<file path="src/rtl/anim_pkg.sv">
// Shared types and sheet geometry for the sprite animation sequencer.
// Channel count, frames per sheet and period width are fixed here for the whole slice.
package anim_pkg;

  localparam int NUM_CHANNELS = 8;
  localparam int NUM_FRAMES   = 5;
  localparam int PERIOD_W     = 4;
  localparam int FW           = (NUM_FRAMES > 1) ? $clog2(NUM_FRAMES) : 1;
  localparam int CW           = (NUM_CHANNELS > 1) ? $clog2(NUM_CHANNELS) : 1;

  typedef enum logic [1:0] {
    MODE_HOLD     = 2'd0,
    MODE_LOOP     = 2'd1,
    MODE_PINGPONG = 2'd2,
    MODE_ONESHOT  = 2'd3
  } anim_mode_t;

  typedef enum logic {
    ST_IDLE  = 1'b0,
    ST_SWEEP = 1'b1
  } seq_state_t;

  localparam logic DIR_FWD  = 1'b0;
  localparam logic DIR_BACK = 1'b1;

  localparam logic [FW-1:0] LAST_FRAME = FW'(NUM_FRAMES - 1);

  typedef struct packed {
    logic [FW-1:0]       frame;
    logic [PERIOD_W-1:0] tick;
    logic                dir;
    anim_mode_t          mode;
    logic [PERIOD_W-1:0] period;
    logic                done;
  } chan_rec_t;

  localparam chan_rec_t REC_RESET = '{
    frame:  '0,
    tick:   '0,
    dir:    DIR_FWD,
    mode:   MODE_HOLD,
    period: PERIOD_W'(1),
    done:   1'b0
  };

  // A fresh configuration restarts the channel; out-of-sheet start frames clamp to 0.
  function automatic chan_rec_t rec_config(input logic [1:0]          mode,
                                           input logic [PERIOD_W-1:0] period,
                                           input logic [FW-1:0]       start);
    chan_rec_t r;
    r        = REC_RESET;
    r.mode   = anim_mode_t'(mode);
    r.period = period;
    r.frame  = (int'(start) >= NUM_FRAMES) ? '0 : start;
    return r;
  endfunction

endpackage

</file>
<file path="src/rtl/sprite_anim_seq_if.sv">
// Configuration write channel into the sprite animation sequencer.
interface sprite_anim_seq_if
  import anim_pkg::*;
();

  logic                cfg_valid;
  logic                cfg_ready;
  logic [CW-1:0]       cfg_ch;
  logic [1:0]          cfg_mode;
  logic [PERIOD_W-1:0] cfg_period;
  logic [FW-1:0]       cfg_start;

  modport master (
    output cfg_valid, cfg_ch, cfg_mode, cfg_period, cfg_start,
    input  cfg_ready
  );

  modport slave (
    input  cfg_valid, cfg_ch, cfg_mode, cfg_period, cfg_start,
    output cfg_ready
  );

endinterface

</file>
<file path="src/rtl/anim_step.sv">
// Next-state function for one animation channel: advances the tick and, on period
// expiry, moves the frame according to the channel mode.
module anim_step
  import anim_pkg::*;
(
  input  chan_rec_t rec_i,
  output chan_rec_t rec_o
);

  logic [PERIOD_W-1:0] last_tick;
  logic                active;

  // NOTE: every output gets a default first so no path through the case infers a latch.
  always_comb begin
    rec_o     = rec_i;
    last_tick = (rec_i.period == '0) ? '0 : rec_i.period - 1'b1;
    active    = (rec_i.mode != MODE_HOLD) &&
                !((rec_i.mode == MODE_ONESHOT) && rec_i.done);

    if (active) begin
      if (rec_i.tick != last_tick) begin
        rec_o.tick = rec_i.tick + 1'b1;
      end else begin
        rec_o.tick = '0;
        case (rec_i.mode)
          MODE_LOOP: begin
            rec_o.frame = (rec_i.frame == LAST_FRAME) ? '0 : rec_i.frame + 1'b1;
          end
          MODE_PINGPONG: begin
            if (NUM_FRAMES == 1) begin
              rec_o.frame = '0;
            end else if (rec_i.dir == DIR_FWD) begin
              if (rec_i.frame == LAST_FRAME) begin
                rec_o.dir   = DIR_BACK;
                rec_o.frame = rec_i.frame - 1'b1;
              end else begin
                rec_o.frame = rec_i.frame + 1'b1;
              end
            end else begin
              if (rec_i.frame == '0) begin
                rec_o.dir   = DIR_FWD;
                rec_o.frame = rec_i.frame + 1'b1;
              end else begin
                rec_o.frame = rec_i.frame - 1'b1;
              end
            end
          end
          MODE_ONESHOT: begin
            if (rec_i.frame < LAST_FRAME) begin
              rec_o.frame = rec_i.frame + 1'b1;
              rec_o.done  = (rec_i.frame == LAST_FRAME - 1'b1);
            end
          end
          default: ;
        endcase
      end
    end
  end

endmodule

</file>
<file path="src/rtl/sprite_anim_seq.sv">
// Multi-channel sprite animation sequencer: after each new_frame it sweeps the
// channel records one per clock through a single shared anim_step.
module sprite_anim_seq
  import anim_pkg::*;
(
  input  logic                         clk_pixel_in,
  input  logic                         rst_in_n,
  input  logic                         new_frame,
  sprite_anim_seq_if.slave             cfg,
  output logic [NUM_CHANNELS*FW-1:0]   frame_out,
  output logic [NUM_CHANNELS-1:0]      done_out,
  output logic                         update_done,
  output logic                         overrun
);

  localparam logic [CW-1:0] LAST_CH = CW'(NUM_CHANNELS - 1);

  seq_state_t    state_q, state_d;
  logic [CW-1:0] ch_q, ch_d;
  chan_rec_t     recs_q [NUM_CHANNELS];
  chan_rec_t     step_rec;
  logic          update_done_q, overrun_q;
  logic          cfg_accept, sweep_en;
  logic          last_ch;

  assign last_ch = (ch_q == LAST_CH);

  // NOTE: sequential state uses non-blocking assignments so every register samples pre-edge values.
  always_ff @(posedge clk_pixel_in or negedge rst_in_n) begin
    if (!rst_in_n) begin
      state_q <= ST_IDLE;
      ch_q    <= '0;
    end else begin
      state_q <= state_d;
      ch_q    <= ch_d;
    end
  end

  always_comb begin
    state_d = state_q;
    ch_d    = ch_q;
    case (state_q)
      ST_IDLE: begin
        if (new_frame) begin
          state_d = ST_SWEEP;
          ch_d    = '0;
        end
      end
      ST_SWEEP: begin
        if (last_ch) state_d = ST_IDLE;
        else         ch_d    = ch_q + 1'b1;
      end
      default: state_d = ST_IDLE;
    endcase
  end

  // new_frame wins over a config write arriving in the same IDLE cycle.
  always_comb begin
    cfg.cfg_ready = (state_q == ST_IDLE) && !new_frame;
    cfg_accept    = cfg.cfg_valid && cfg.cfg_ready && (int'(cfg.cfg_ch) < NUM_CHANNELS);
    sweep_en      = (state_q == ST_SWEEP);
  end

  anim_step u_step (
    .rec_i (recs_q[ch_q]),
    .rec_o (step_rec)
  );

  // NOTE: the record array is reset in full because frame_out exposes every entry in parallel.
  always_ff @(posedge clk_pixel_in or negedge rst_in_n) begin
    if (!rst_in_n) begin
      for (int k = 0; k < NUM_CHANNELS; k++) recs_q[k] <= REC_RESET;
    end else if (cfg_accept) begin
      recs_q[cfg.cfg_ch] <= rec_config(cfg.cfg_mode, cfg.cfg_period, cfg.cfg_start);
    end else if (sweep_en) begin
      recs_q[ch_q] <= step_rec;
    end
  end

  // Overrun is sticky; a frame pulse that lands mid-sweep is dropped, not queued.
  always_ff @(posedge clk_pixel_in or negedge rst_in_n) begin
    if (!rst_in_n) begin
      update_done_q <= 1'b0;
      overrun_q     <= 1'b0;
    end else begin
      update_done_q <= sweep_en && last_ch;
      if (sweep_en && new_frame) overrun_q <= 1'b1;
    end
  end

  always_comb begin
    frame_out = '0;
    done_out  = '0;
    for (int k = 0; k < NUM_CHANNELS; k++) begin
      frame_out[k*FW +: FW] = recs_q[k].frame;
      done_out[k]           = recs_q[k].done;
    end
  end

  assign update_done = update_done_q;
  assign overrun     = overrun_q;

endmodule

</file>
<file path="src/flat_wrapper.sv">
// flat-port wrapper written by rule: the top's interface ports become plain ports
module sprite_anim_seq_flat import anim_pkg::*;
  (clk_pixel_in, rst_in_n, new_frame, frame_out, done_out, update_done, overrun, cfg_cfg_valid, cfg_cfg_ch, cfg_cfg_mode, cfg_cfg_period, cfg_cfg_start, cfg_cfg_ready);
  sprite_anim_seq_if cfg_i ();
  input  logic clk_pixel_in;
  input  logic rst_in_n;
  input  logic new_frame;
  output logic [NUM_CHANNELS*FW-1:0] frame_out;
  output logic [NUM_CHANNELS-1:0] done_out;
  output logic update_done;
  output logic overrun;
  input wire logic [$bits(cfg_i.cfg_valid)-1:0] cfg_cfg_valid;
  input wire logic [$bits(cfg_i.cfg_ch)-1:0] cfg_cfg_ch;
  input wire logic [$bits(cfg_i.cfg_mode)-1:0] cfg_cfg_mode;
  input wire logic [$bits(cfg_i.cfg_period)-1:0] cfg_cfg_period;
  input wire logic [$bits(cfg_i.cfg_start)-1:0] cfg_cfg_start;
  output wire logic [$bits(cfg_i.cfg_ready)-1:0] cfg_cfg_ready;
  assign cfg_i.cfg_valid = cfg_cfg_valid;
  assign cfg_i.cfg_ch = cfg_cfg_ch;
  assign cfg_i.cfg_mode = cfg_cfg_mode;
  assign cfg_i.cfg_period = cfg_cfg_period;
  assign cfg_i.cfg_start = cfg_cfg_start;
  assign cfg_cfg_ready = cfg_i.cfg_ready;
  sprite_anim_seq u_core (.clk_pixel_in(clk_pixel_in), .rst_in_n(rst_in_n), .new_frame(new_frame), .cfg(cfg_i), .frame_out(frame_out), .done_out(done_out), .update_done(update_done), .overrun(overrun));
endmodule
</file>
<file path="config.mk">
export PLATFORM = sky130hd
export DESIGN_NAME = sprite_anim_seq_flat
export DESIGN_NICKNAME = d
export VERILOG_FILES = /design/src/rtl/anim_pkg.sv /design/src/rtl/sprite_anim_seq_if.sv /design/src/rtl/anim_step.sv /design/src/rtl/sprite_anim_seq.sv /design/src/flat_wrapper.sv
export SDC_FILE = /design/constraint.sdc
export NUM_CORES = 1
export LEC_CHECK = 0
export ABC_AREA = 1
export ABC_CLOCK_PERIOD_IN_PS = 2900
export BUFFER_PORTS_ARGS = -buffer_cell sky130_fd_sc_hd__buf_4
export CORE_MARGIN = 3
export CORE_UTILIZATION = 40
export DETAILED_ROUTE_END_ITERATION = 12
export GPL_ROUTABILITY_DRIVEN = 0
export SKIP_CTS_REPAIR_TIMING = 1
export SLEW_MARGIN = 10
export SYNTH_ARGS = -nofsm -noshare
export SYNTH_HDL_FRONTEND = slang
export SYNTH_SLANG_ARGS = --single-unit
</file>
<file path="constraint.sdc">
create_clock -name clk_pixel_in -period 2.9 [get_ports clk_pixel_in]
set_input_delay 0.29 -clock clk_pixel_in [delete_from_list [all_inputs] [get_ports clk_pixel_in]]
set_output_delay 0.29 -clock clk_pixel_in [all_outputs]
set_load 0.02 [all_outputs]
</file>
# [After elaboration in Yosys (flattened, before gate mapping)]
# Cells that the tools add are included.
[op_classes] addsub=5 magnitude_cmp=6 eq_ne=9 n_mux=37 n_bitwise=3 reduce_logical=15
[ops] cell="$bwmux 120" n=2
[ops] cell="$mux 120" n=2
[ops] cell="$demux 15 s3" n=2
[ops] cell="$mux 15" n=4
[ops] cell="$bmux 15 s3" n=1
[ops] cell="$mux 3" n=9
[ops] cell="$mux 1" n=11
[ops] cell="$pmux 3 s3" n=1
[ops] cell="$ge 4x4->1 const B" n=2
[ops] cell="$logic_and 1x1->1" n=8
[ops] cell="$lt 4x1->1 const B" n=2
[ops] cell="$mux 4" n=2
[ops] cell="$mux 8" n=1
[ops] cell="$not 3->4" n=2
[ops] cell="$add 3x1->3 const B" n=2
[ops] cell="$eq 3x3->1 const B" n=2
[ops] cell="$pmux 3 s2" n=1
[ops] cell="$add 4x1->4 const B" n=1
[ops] cell="$eq 2x2->1 const B" n=2
[ops] cell="$logic_not 4->1" n=1
[ops] cell="$ne 2x2->1 const B" n=2
[ops] cell="$ne 4x4->1" n=1
[ops] cell="$reduce_bool 2->1" n=2
[ops] cell="$sub 4x1->4 const B" n=1
[ops] cell="10 further kinds" n=11
[word_totals] regBits=126 in_bits=16 output_inout_bits=35 word_cells=127

# [Logic depth before layout (Yosys ltp)]
# Gate-level depths: netlist (run 1).
[logic_depth] depth_word=13 depth_mapped=23 mapped_depth_nobuf=19

# [By module]
# From an unflattened synthesis (run 1), not the netlist that was laid out.
[hier_totals] cells_unflattened=1244 area_unflattened_um2=8400.6
[modules_own_cells] mod="sprite_anim_seq" n_inst=1 cells_per_inst=1122 area_each_um2=7724.9 seq_area_each_um2=3163.0
[modules_own_cells] mod="anim_step" n_inst=1 cells_per_inst=122 area_each_um2=675.6 seq_area_each_um2=0.0

# [Worst setup path after synthesis (run 1)]
# OpenSTA, ideal clock, no wires.
[synth_timing] path_type="reg-to-reg" start="register u_core.ch_q[0]" end="register u_core.recs_q, in the netlist u_core.frame_out[2]" setup_time_ps=133 arrival_ps=2525 required_time_ps=2767 path_slack_ps=243 stages_incl_launch_ff=23 n_path_buf=4 synth_period_minus_slack_ps=2657 cell_sequence="dfrtp_1 > buf_6 > buf_6 > buf_4 > buf_4 > nand2_1 > o21ai_0 > and2_1 > o21ai_0 > nand2_1 > ha_1 > inv_1 > ha_1 > nor2_1 > a21oi_1 > nand2_1 > nand3_1 > nand3_1 > nand2_1 > nand2_1 > nand2_1 > inv_2 > o21bai_1"
[synth_via] elab_chain_len=13 word_cells_on_any_way=36 cone_classes="add/sub: 3; order compare: 3; eq/ne: 5; mux: 17; bitwise: 1; reduce/logical: 7"
[synth_rtl] element="start: declaration" line_no="sprite_anim_seq.sv:19" source="logic [CW-1:0] ch_q, ch_d;"
[synth_rtl] element="start signal: assignment" line_no="sprite_anim_seq.sv:35" source="ch_q <= ch_d;"
[synth_rtl] element="$not 3->4 (implied by the code) *" line_no="sprite_anim_seq.sv:65, sprite_anim_seq.sv:76"
[synth_rtl] element="$bmux 15 s3" line_no="sprite_anim_seq.sv:65" source=".rec_i (recs_q[ch_q]),"
[synth_rtl] element="$mux 15 (implied by the code) (2 in series)" line_no="sprite_anim_seq.sv:65"
[synth_rtl] element="$add 3x1->3, or another cell as far along"
[synth_rtl] element="$mux 3 (on tied branches)" line_no="anim_step.sv:33, anim_step.sv:40"
[synth_rtl] element="$mux 3" line_no="anim_step.sv:32" source="end else if (rec_i.dir == DIR_FWD) begin"
[synth_rtl] element="$pmux 3 s3" line_no="anim_step.sv:25" source="case (rec_i.mode)"
[synth_rtl] element="$mux 3" line_no="anim_step.sv:21" source="if (rec_i.tick != last_tick) begin"
[synth_rtl] element="$mux 8" line_no="anim_step.sv:20" source="if (active) begin"
[synth_rtl] element="$bwmux 120 *" line_no="sprite_anim_seq.sv:76" source="recs_q[ch_q] <= step_rec;"
[synth_rtl] element="$mux 120 *" line_no="sprite_anim_seq.sv:75" source="end else if (sweep_en) begin"
[synth_rtl] element="$mux 120 *" line_no="sprite_anim_seq.sv:73" source="end else if (cfg_accept) begin"
[synth_rtl] element="end signal: indexed assignment" line_no="sprite_anim_seq.sv:74" source="recs_q[cfg.cfg_ch] <= rec_config(cfg.cfg_mode, cfg.cfg_period, cfg.cfg_start);"
[synth_rtl] element="end signal: indexed assignment" line_no="sprite_anim_seq.sv:76"
[synth_rtl] element="end: declaration" line_no="sprite_anim_seq.sv:20" source="chan_rec_t recs_q [NUM_CHANNELS];"
# Mark *: on every way between the ends. The rest lies on a longest branch, timed or not. The select of a mux whose other input is x is not followed.
# A chain may end at the register's enable or synchronous reset.

# [Worst setup path after layout (run 1)]
[layout_timing] start="register u_core.ch_q[0]" end="register u_core.recs_q, in the netlist u_core.frame_out[8]"
# Same word-level chain as after synthesis.

==> results.json, run 1 <==
{
  "worstSetupPathType": "flip-flop to flip-flop",
  "r2r.worst_path.cells": 19,
  "placement.setup.worst_slack_ns": -0.0629,
  "clock_skew_ns": 0.0116,
  "clk-insertion-delay-late_ns": 0.43,
  "drc": 0,
  "outcome": "complete, no violations",
  "sequential_to_total_area_share_from_yosys_stat_pct": 42.8,
  "floorplan.die.height_um": 142,
  "layout_overhead_on_the_synthesized_area_pct": 21.0,
  "synth_warnings": 0,
  "final_layout_size_suffix_gt1_share_pct": 19.3,
  "detailed_router_iteration_count_before_antenna_repair": 7,
  "fill_cells": 1767,
  "setup.reg_to_reg.worst_slack_ns": 0.12,
  "path_clk_slew_ns": 0.06,
  "slew_violations": 0,
  "placeableCoreArea_um2": 18100,
  "cts-buffers-inserted": 17,
  "vias": 7283,
  "worst_ep_required_time_ns": 3.18,
  "setup.worst_path.end_class": "flip-flop",
  "tritoncts": "built",
  "drt-total-wl_mm": 27.2,
  "min_period_ns": 2.78,
  "io_buffer_count": 50,
  "layout.area.seq_um2": 3170,
  "layout.cells.most_common_list": "sky130_fd_sc_hd__nand2_1, sky130_fd_sc_hd__inv_1, sky130_fd_sc_hd__dfrtp_1",
  "min_period_over_period_pct": 95.7,
  "vias_per_cell": 5.56,
  "finalHoldViolCount": 0,
  "route.antenna.remaining_nets": 0,
  "tightest_slew_margin_relative_to_the_limit_pct": 35.4,
  "multi_input_comb_area_um2": 3360,
  "floorplan.io_pins": 51,
  "rows": 49,
  "synth.distinct_cells": 41,
  "worstMarginPinSlew_ns": 0.969,
  "netlist_instances": 996,
  "worst_hold_slack_ns": 0.0784,
  "insertedDiodeCount": 0,
  "grt_pass1_vias": 6821,
  "tns_ns": 0,
  "dp_hpwl_mm": 18.8,
  "htreeDepth": 4,
  "timing.hold.worst_path_depth": 2,
  "synth_enable_flop_cells": 0,
  "wire_length_of_the_first_global_routing_pass_mm": 40.9,
  "synth-async-reset-ratio_pct": 100,
  "leading_cell_type_in_the_layout_fill_and_taps_excluded": "sky130_fd_sc_hd__nand2_1",
  "clock_path_buffers": 2,
  "grt_start_max_net_pins": 79,
  "max_clock_freq_mhz": 360,
  "crit-reg2reg-capture": "u_core.frame_out[8]",
  "layout_setup_ws_ns": 0.123,
  "initialDrtViolationCount": 821,
  "nNetsFinal": 1091,
  "timing.max_cap.violations": 0,
  "groute.usage.overall_pct": 27.1,
  "type_of_the_worst_min_delay_path": "input port to flip-flop",
  "final-setup-viol-count": 0,
  "critical_path_source_type": "flip-flop",
  "min_delay_worst_endpoint": "u_core.overrun",
  "grt_setup_unrepaired": "yes",
  "cp_max_fo": 25,
  "cts_sink_count": 126,
  "hp-start": "new_frame",
  "r2r-start": "u_core.ch_q[0]",
  "initial_core_util_pct": 40.9,
  "crit_arrival_ns": 3.06,
  "clock_tree.root_cell": "sky130_fd_sc_hd__clkbuf_16",
  "gr_ovfl_total": 0,
  "primary_ff_master_synth": "sky130_fd_sc_hd__dfrtp_1",
  "die_area_um2": 20200,
  "ys_seq_elements": 126,
  "synth_area_per_cell_um2": 7.42,
  "syn_nets": 1019,
  "grt_antenna_before_repair": 0,
  "detail_route.wl_per_cell_um": 20.8,
  "netlist_area_um2": 7390,
  "chipWidth_um": 142
}
per-layer routing:
layer  global-route usage [%]  share of wire (%)
met2                     40.9                 44
met4                     10.1                3.8
met1                     37.4                 43
met5                        0                  0
met3                     7.49                9.9
worst max-delay path: stages (launching register included):
cell,delay [ns]
sky130_fd_sc_hd__dfrtp_4,0.55
sky130_fd_sc_hd__inv_8,0.09
sky130_fd_sc_hd__buf_12,0.17
sky130_fd_sc_hd__nand2_1,0.08
sky130_fd_sc_hd__a21oi_2,0.15
sky130_fd_sc_hd__o21ai_2,0.08
sky130_fd_sc_hd__nand2_2,0.11
sky130_fd_sc_hd__ha_1,0.16
sky130_fd_sc_hd__inv_1,0.06
sky130_fd_sc_hd__ha_1,0.31
sky130_fd_sc_hd__nor2_1,0.12
sky130_fd_sc_hd__a21oi_1,0.05
sky130_fd_sc_hd__nand2_1,0.07
sky130_fd_sc_hd__nand3_1,0.09
sky130_fd_sc_hd__nand3_1,0.10
sky130_fd_sc_hd__nand2_1,0.06
sky130_fd_sc_hd__nand2_1,0.06
sky130_fd_sc_hd__nand2_1,0.07
sky130_fd_sc_hd__inv_2,0.14
sky130_fd_sc_hd__o21bai_1,0.09
per-stage QoR:
stage,util (%),cells,cell area (um2)
2_1_floorplan,-,996,7390
3_3_place_gp,44.5,1266,8050
3_5_place_dp,44.5,1266,8050
4_1_cts,48.2,1298,8720
5_1_grt,49.5,1310,8950
6_report,49.5,1310,8950
flip-flops by register name, summed over array words and instances, names as in the netlist:
name	flops
u_core.overrun	1
u_core.ch_q	3
u_core.done_out	8
u_core.state_q	1
u_core.frame_out	24
u_core.update_done	1
u_core.recs_q	88
cell type report:
| cell class | instances | area share, % |
|---|---|---|
| Multi-Input combinational cell | 675 | 37.5 |
| Sequential cell | 126 | 35.4 |
| Timing Repair Buffer | 115 | 10.6 |
| Inverter | 133 | 5.72 |
| Clock buffer | 20 | 5.22 |
| Tap cell | 229 | 3.20 |
| Clock inverter | 12 | 2.32 |
how the worst max path moves through the flow:
stage / start / end
after floorplan: u_core.ch_q[0] / u_core.frame_out[2]
after global placement: u_core.ch_q[1] / u_core.frame_out[8]
after detailed placement: u_core.ch_q[1] / u_core.frame_out[8]
after CTS: u_core.ch_q[1] / u_core.frame_out[8]
after global routing: u_core.ch_q[0] / u_core.frame_out[19]
final: u_core.ch_q[0] / u_core.frame_out[8]
synth_stat cells (2+ instances only):
| cell type | instances | area share [%] |
|---|---|---|
| sky130_fd_sc_hd__a21o_1 | 2 | 0.20 |
| sky130_fd_sc_hd__a21oi_1 | 43 | 2.9 |
| sky130_fd_sc_hd__a221oi_1 | 4 | 0.47 |
| sky130_fd_sc_hd__a22oi_1 | 18 | 1.8 |
| sky130_fd_sc_hd__a31oi_1 | 10 | 0.85 |
| sky130_fd_sc_hd__buf_2 | 7 | 0.47 |
| sky130_fd_sc_hd__buf_4 | 37 | 3.8 |
| sky130_fd_sc_hd__buf_6 | 7 | 1.1 |
| sky130_fd_sc_hd__clkbuf_1 | 11 | 0.56 |
| sky130_fd_sc_hd__clkinv_1 | 4 | 0.20 |
| sky130_fd_sc_hd__dfrtp_1 | 118 | 40 |
| sky130_fd_sc_hd__dfstp_2 | 8 | 2.8 |
| sky130_fd_sc_hd__ha_1 | 7 | 1.2 |
| sky130_fd_sc_hd__inv_1 | 122 | 6.2 |
| sky130_fd_sc_hd__inv_2 | 5 | 0.25 |
| sky130_fd_sc_hd__nand2_1 | 308 | 16 |
| sky130_fd_sc_hd__nand2_2 | 7 | 0.59 |
| sky130_fd_sc_hd__nand2_4 | 3 | 0.46 |
| sky130_fd_sc_hd__nand3_1 | 38 | 2.6 |
| sky130_fd_sc_hd__nand4_1 | 4 | 0.34 |
| sky130_fd_sc_hd__nor2_1 | 73 | 3.7 |
| sky130_fd_sc_hd__nor2_2 | 6 | 0.51 |
| sky130_fd_sc_hd__nor2_4 | 3 | 0.46 |
| sky130_fd_sc_hd__nor3_1 | 2 | 0.14 |
| sky130_fd_sc_hd__o211ai_1 | 2 | 0.20 |
| sky130_fd_sc_hd__o21ai_0 | 66 | 4.5 |
| sky130_fd_sc_hd__o21ai_1 | 4 | 0.27 |
| sky130_fd_sc_hd__o21ai_2 | 9 | 1.1 |
| sky130_fd_sc_hd__o21bai_1 | 9 | 0.91 |
| sky130_fd_sc_hd__o221ai_1 | 17 | 2.0 |
| sky130_fd_sc_hd__o22ai_1 | 32 | 2.7 |
kinds of logic after synthesis:
family,after synthesis,share of synthesized area [%]
buf+inv,195,12.7
compound gates,218,18.1
simple gates,450,25.2
fa+ha+maj,7,1.18
flops,126,42.8
Power of run 1 is left out: the tool's default activity adds up to more than one toggle a clock period on the data nets, which glitch-free logic cannot reach.
==> run 2, diff against run 1 <==
ABC_AREA = not set   (was 1)
==> run 2 against run 1 <==
Compared with the run above: the flow now finishes with violations (setup timing); fmax fell by 14%; register-to-register slack got worse by 0.46 ns; cell count fell by 18%.
==> results.json, run 2 <==
{
  "min_period_ns": 3.24,
  "outcome": "complete, but fails checks",
  "primary_ff_master_synth": "sky130_fd_sc_hd__dfrtp_1",
  "slew_violations": 0,
  "htreeDepth": 4,
  "grt_setup_unrepaired": "yes",
  "netlist_area_um2": 7190,
  "route.top_layer_used": "met4",
  "synth_area_per_cell_um2": 9.85,
  "wl_met1_mm": 10.5,
  "cts_sink_count": 126,
  "tightest_slew_margin_relative_to_the_limit_pct": 18.1,
  "ys_seq_elements": 126,
  "final_layout_size_suffix_gt1_share_pct": 33.6,
  "finalHoldViolCount": 0,
  "largest_register": "u_core.recs_q",
  "vias_per_cell": 6.32,
  "worstMarginPinSlew_ns": 1.22,
  "synthTopCellsByArea": "sky130_fd_sc_hd__dfrtp_1, sky130_fd_sc_hd__mux4_2, sky130_fd_sc_hd__o21ai_0, sky130_fd_sc_hd__buf_4, sky130_fd_sc_hd__nand2_1",
  "die_area_um2": 19600,
  "netlist.area_leader.share_pct": 41.1,
  "grt_pass1_vias": 6676,
  "wire_length_of_the_first_global_routing_pass_mm": 39.6,
  "route.antenna.remaining_nets": 0,
  "type_of_the_worst_min_delay_path": "input port to flip-flop",
  "rows": 48,
  "layout_setup_ws_ns": -0.337,
  "max_clock_freq_mhz": 309,
  "clk-insertion-delay-late_ns": 0.43,
  "largest_register_ff_count": 88,
  "clock_skew_ns": 0.00948,
  "netlist_instances": 730,
  "fill_cells": 1524,
  "grt_antenna_before_repair": 0,
  "insertedDiodeCount": 0,
  "groute.usage.overall_pct": 26.4,
  "layout_overhead_on_the_synthesized_area_pct": 28.5,
  "timing.hold.worst_path_depth": 2,
  "cp_max_fo": 8,
  "detailed_router_iteration_count_before_antenna_repair": 5,
  "leading_cell_type_in_the_layout_fill_and_taps_excluded": "sky130_fd_sc_hd__buf_4",
  "path_clk_slew_ns": 0.06,
  "tritoncts": "built",
  "detailroute.wirelength.met2_mm": 12.2,
  "r2r.worst_path.cells": 10,
  "synth_enable_flop_cells": 0,
  "grt_start_max_net_pins": 52,
  "synth.cells.most_frequent": "sky130_fd_sc_hd__dfrtp_1, sky130_fd_sc_hd__o21ai_0, sky130_fd_sc_hd__nand2_1, sky130_fd_sc_hd__nor2_1, sky130_fd_sc_hd__nand3_1",
  "clock_tree.root_cell": "sky130_fd_sc_hd__clkbuf_16",
  "vias": 6780,
  "sequential_to_total_area_share_from_yosys_stat_pct": 44.0,
  "worst_ep_required_time_ns": 3.21,
  "chipWidth_um": 140,
  "violations": "setup timing",
  "nNetsFinal": 858,
  "detail_route.wl_per_cell_um": 24.7,
  "drc": 0,
  "initial_core_util_pct": 41.3,
  "min_period_over_period_pct": 112,
  "cts-buffers-inserted": 17,
  "clock_path_buffers": 2,
  "floorplan.io_pins": 51,
  "worstSetupPathType": "flip-flop to flip-flop",
  "gr_ovfl_total": 0,
  "routed-wl-met3_mm": 2.52,
  "drt-total-wl_mm": 26.5,
  "yosys.cell_count.top_type": "sky130_fd_sc_hd__dfrtp_1",
  "crit_arrival_ns": 3.55,
  "synth_area_leader_cell": "sky130_fd_sc_hd__dfrtp_1",
  "layout.cells.most_common_list": "sky130_fd_sc_hd__buf_4, sky130_fd_sc_hd__dfrtp_1, sky130_fd_sc_hd__nand2_1",
  "timing.max_cap.violations": 0,
  "synth.distinct_cells": 66,
  "syn_nets": 753,
  "setup.worst_path.end_class": "flip-flop",
  "dp_hpwl_mm": 18.4,
  "floorplan.die.height_um": 140,
  "initialDrtViolationCount": 743,
  "synth_warnings": 0,
  "tns_ns": -13.47,
  "io_buffer_count": 50,
  "placement.setup.worst_slack_ns": -0.277,
  "critical_path_source_type": "flip-flop",
  "final-setup-viol-count": 72,
  "placeableCoreArea_um2": 17400,
  "synth-async-reset-ratio_pct": 100
}
==> run 2: changes by cell type in the layout (fill, tap and decap cells not counted), moves of 19 or more <==
| cell | before | now |
|---|---|---|
| sky130_fd_sc_hd__o21ai_1 | 3 | 30 |
| sky130_fd_sc_hd__mux4_2 | 0 | 19 |
| sky130_fd_sc_hd__o22ai_1 | 32 | 13 |
| sky130_fd_sc_hd__a221o_1 | 0 | 20 |
| sky130_fd_sc_hd__nand2_1 | 304 | 66 |
| sky130_fd_sc_hd__inv_1 | 122 | 9 |
| sky130_fd_sc_hd__buf_4 | 105 | 147 |
| sky130_fd_sc_hd__o21ai_0 | 65 | 41 |
| sky130_fd_sc_hd__nor2_1 | 70 | 49 |
==> run 2: cells by family (layout without fill, tap and decap cells) <==
kind of cell | Yosys count | count (layout) | share of synthesized area, %
adders and majority gates | 8 | 8 | 1.36
and+or+nand+nor | 219 | 219 | 14.3
DFF | 126 | 126 | 44.0
muxes | 50 | 50 | 10.7
xor gates and xnor gates | 1 | 1 | 0.122
AOI/OAI and AO/OA | 233 | 233 | 22.3
buffers and inverters | 93 | 210 | 7.10
==> run 2: cell type report <==
| type | instances | area (um2) | share of cell area [%] |
|---|---|---|---|
| clock buffer | 25 | 495 | 5.37 |
| tap | 225 | 282 | 3.05 |
| multi-input combinational | 511 | 3780 | 40.9 |
| inverter | 14 | 62.6 | 0.678 |
| sequential | 126 | 3170 | 34.3 |
| clock inverter | 6 | 82.6 | 0.894 |
| timing repair buffer | 165 | 1370 | 14.8 |
==> run 2: through the flow <==
stage	hold WS, ns	cell area, um2	cells	util [%]
after CTS	-0.188	8760	1053	50.3
after global routing	0.0830	9230	1072	53.0
final	0.0704	9230	1072	53.0
after detailed placement	0.268	8180	1022	47.0
after floorplan	-0.00559	7230	730	-
after global placement	0.274	8180	1022	47.0
==> run 2: final timing paths <==
| kind | endpoint | slack (ns) | from |
|---|---|---|---|
| worst max-delay path | u_core.frame_out[11] | -0.34 | u_core.ch_q[0] |
| worst min-delay path | u_core.overrun | 0.07 | new_frame |
| worst max register to register | u_core.frame_out[11] | -0.34 | u_core.ch_q[0] |
| worst min register to register | u_core.overrun | 0.45 | u_core.overrun |
| max in group asynchronous | u_core.recs_q[76] | 1.81 | rst_in_n |
| min in group asynchronous | u_core.recs_q[47] | 0.34 | rst_in_n |
==> run 2: critical path, stage by stage (launching register included) <==
cell	delay (ns)
sky130_fd_sc_hd__dfrtp_2	0.43
sky130_fd_sc_hd__buf_12	0.16
sky130_fd_sc_hd__mux4_2	0.52
sky130_fd_sc_hd__mux2_4	0.32
sky130_fd_sc_hd__nor4_4	0.36
sky130_fd_sc_hd__o21ai_2	0.11
sky130_fd_sc_hd__a32oi_4	0.28
sky130_fd_sc_hd__buf_6	0.16
sky130_fd_sc_hd__nand3_4	0.08
sky130_fd_sc_hd__mux2_4	0.36
sky130_fd_sc_hd__a221o_1	0.33
==> run 2: metal layers <==
layer  global-route usage [%]  vias to the layer above
li1                         -                     2929
met1                     34.4                     3338
met2                     40.2                      424
met3                     7.68                       89
met4                     13.2                        0
met5                        0                        -
Power of run 2 is left out for the same reason.
==> run 3, diff against run 2 <==
CORE_ASPECT_RATIO = 1.2   (was not set)
==> run 3 against run 2 <==
Compared with the run above: the flow still finishes with violations (setup timing); non-clock buffer count increased by 9; first-iteration DRC count grew 18%; register-to-register slack better by 0.05 ns; global-route usage is 1.5 points higher; critical path depth is the same; count of clock-buffer cells in the layout is 6 lower; via count grew 3.4%; flip-flop and latch count unchanged; sequential share of layout area is 0.55 points lower; clock skew is 0.0022 ns higher; core utilization is 0.38 points higher; final area rose by 1.6%; highest routed layer unchanged.
==> results.json, run 3 (synthesized netlist as in run 2, its figures left out) <==
{
  "cp_slowest_cell": "sky130_fd_sc_hd__dfrtp_2",
  "worstSetupPathType": "flip-flop to flip-flop",
  "detailed_router_iteration_count_before_antenna_repair": 7,
  "clk-insertion-delay-late_ns": 0.42,
  "nNetsFinal": 867,
  "detail_route.wl_per_cell_um": 25.8,
  "dp_hpwl_mm": 18.7,
  "path_clk_slew_ns": 0.06,
  "critical-path-max-stage-delay_ns": 0.46,
  "slew_violations": 0,
  "drc": 0,
  "insertedDiodeCount": 0,
  "clock_path_buffers": 2,
  "grt_setup_unrepaired": "yes",
  "chipWidth_um": 128,
  "min_period_over_period_pct": 110,
  "r2r-start": "u_core.ch_q[1]",
  "crit_path_cell_trace": "buf_12 > mux4_2 > mux2_2 > buf_4 > nand4_1 > a211o_1 > a32oi_4 > nand4_1 > o2bb2ai_4 > a221o_1",
  "vias_per_cell": 6.51,
  "cts_sink_count": 126,
  "crit_arrival_ns": 3.49,
  "leading_cell_type_in_the_layout_fill_and_taps_excluded": "sky130_fd_sc_hd__buf_4",
  "clock_tree.root_cell": "sky130_fd_sc_hd__clkbuf_16",
  "groute.usage.overall_pct": 27.9,
  "min_period_ns": 3.19,
  "grt_start_max_net_pins": 52,
  "vias": 7009,
  "cts-buffers-inserted": 17,
  "floorplan.die.height_um": 153,
  "final-setup-viol-count": 72,
  "floorplan.io_pins": 51,
  "route.antenna.remaining_nets": 0,
  "tightest_slew_margin_relative_to_the_limit_pct": 10.2,
  "tns_ns": -10.27,
  "worst_ep_required_time_ns": 3.20,
  "drt-total-wl_mm": 27.8,
  "layout.cells.most_common_list": "sky130_fd_sc_hd__buf_4, sky130_fd_sc_hd__dfrtp_1, sky130_fd_sc_hd__nand2_1",
  "clock_skew_ns": 0.0117,
  "rows": 53,
  "final_layout_size_suffix_gt1_share_pct": 36.8,
  "tritoncts": "built",
  "layout_overhead_on_the_synthesized_area_pct": 30.6,
  "critical_path_source_type": "flip-flop",
  "die_area_um2": 19600,
  "gr_ovfl_total": 0,
  "grt_pass1_vias": 6874,
  "largest_register_ff_count": 88,
  "timing.max_cap.violations": 0,
  "setup.worst_path.end_class": "flip-flop",
  "cp_max_fo": 8,
  "type_of_the_worst_min_delay_path": "input port to flip-flop",
  "finalHoldViolCount": 0,
  "critPathMostFrequentCell": "sky130_fd_sc_hd__nand4_1",
  "grt_antenna_before_repair": 0,
  "max_clock_freq_mhz": 314,
  "worstMarginPinSlew_ns": 1.34,
  "layout_setup_ws_ns": -0.287,
  "htreeDepth": 4,
  "hp-start": "new_frame",
  "outcome": "complete, but fails checks",
  "placeableCoreArea_um2": 17600,
  "launching_element_of_the_worst_setup_path": "u_core.ch_q[1]",
  "initial_core_util_pct": 40.9,
  "wire_length_of_the_first_global_routing_pass_mm": 41.3,
  "io_buffer_count": 50,
  "initialDrtViolationCount": 877,
  "violations": "setup timing",
  "largest_register": "u_core.recs_q"
}
==> run 3: cell count changes in the layout (fill, tap and decap cells not counted), sizes merged <==
cell,previous run,this run
bufinv,2,4
clkinvlp,3,4
clkbuf,26,20
buf,163,172
inv,12,16
==> run 3: area by class of cell <==
cell class	count	area, um2
fill	1541	8190
inverter	14	55.1
tap	220	275
multi-input combinational	511	3850
clock inverter	13	186
clock buffer	19	443
timing repair buffer	174	1410
sequential	126	3170
==> run 3: per-stage QoR <==
stage	hold WS, ns	cells	area (um2)	worst slack (ns)	utilization (%)
floorplan	-0.00559	730	7230	-0.229	-
global placement	0.364	1034	8290	-0.203	47.2
detailed placement	0.370	1034	8290	-0.351	47.2
CTS	-0.0736	1066	8920	-0.368	50.7
global route	0.102	1077	9380	-0.345	53.4
finish	0.0826	1077	9380	-0.287	53.4
==> run 3: final timing paths <==
kind	slack, ns	depth (start not counted)	end
min in group asynchronous	0.46	2	u_core.recs_q[107]
setup / recovery	-0.29	10	u_core.frame_out[3]
hold reg to reg	0.46	1	u_core.overrun
hold / removal	0.08	2	u_core.overrun
max in group asynchronous	1.68	3	u_core.frame_out[15]
setup reg to reg	-0.29	10	u_core.frame_out[3]
==> run 3: worst max-delay path, delay by kind of cell, from the launching register on <==
kind / cells / cell delay [ns]
mux: 2 / 0.57
flops: 1 / 0.46
buf+inv: 2 / 0.29
compound gates: 4 / 1.32
simple gates: 2 / 0.42
==> run 3: metal layers <==
metal | GRT usage, % | routed length (um) | part of all wire, %
met3 | 5.17 | 2500 | 9.0
met4 | 17.9 | 1730 | 6.2
met5 | 0 | 0 | 0
met2 | 42.2 | 13000 | 47
met1 | 36.5 | 10500 | 38
Power of run 3 is left out for the same reason.
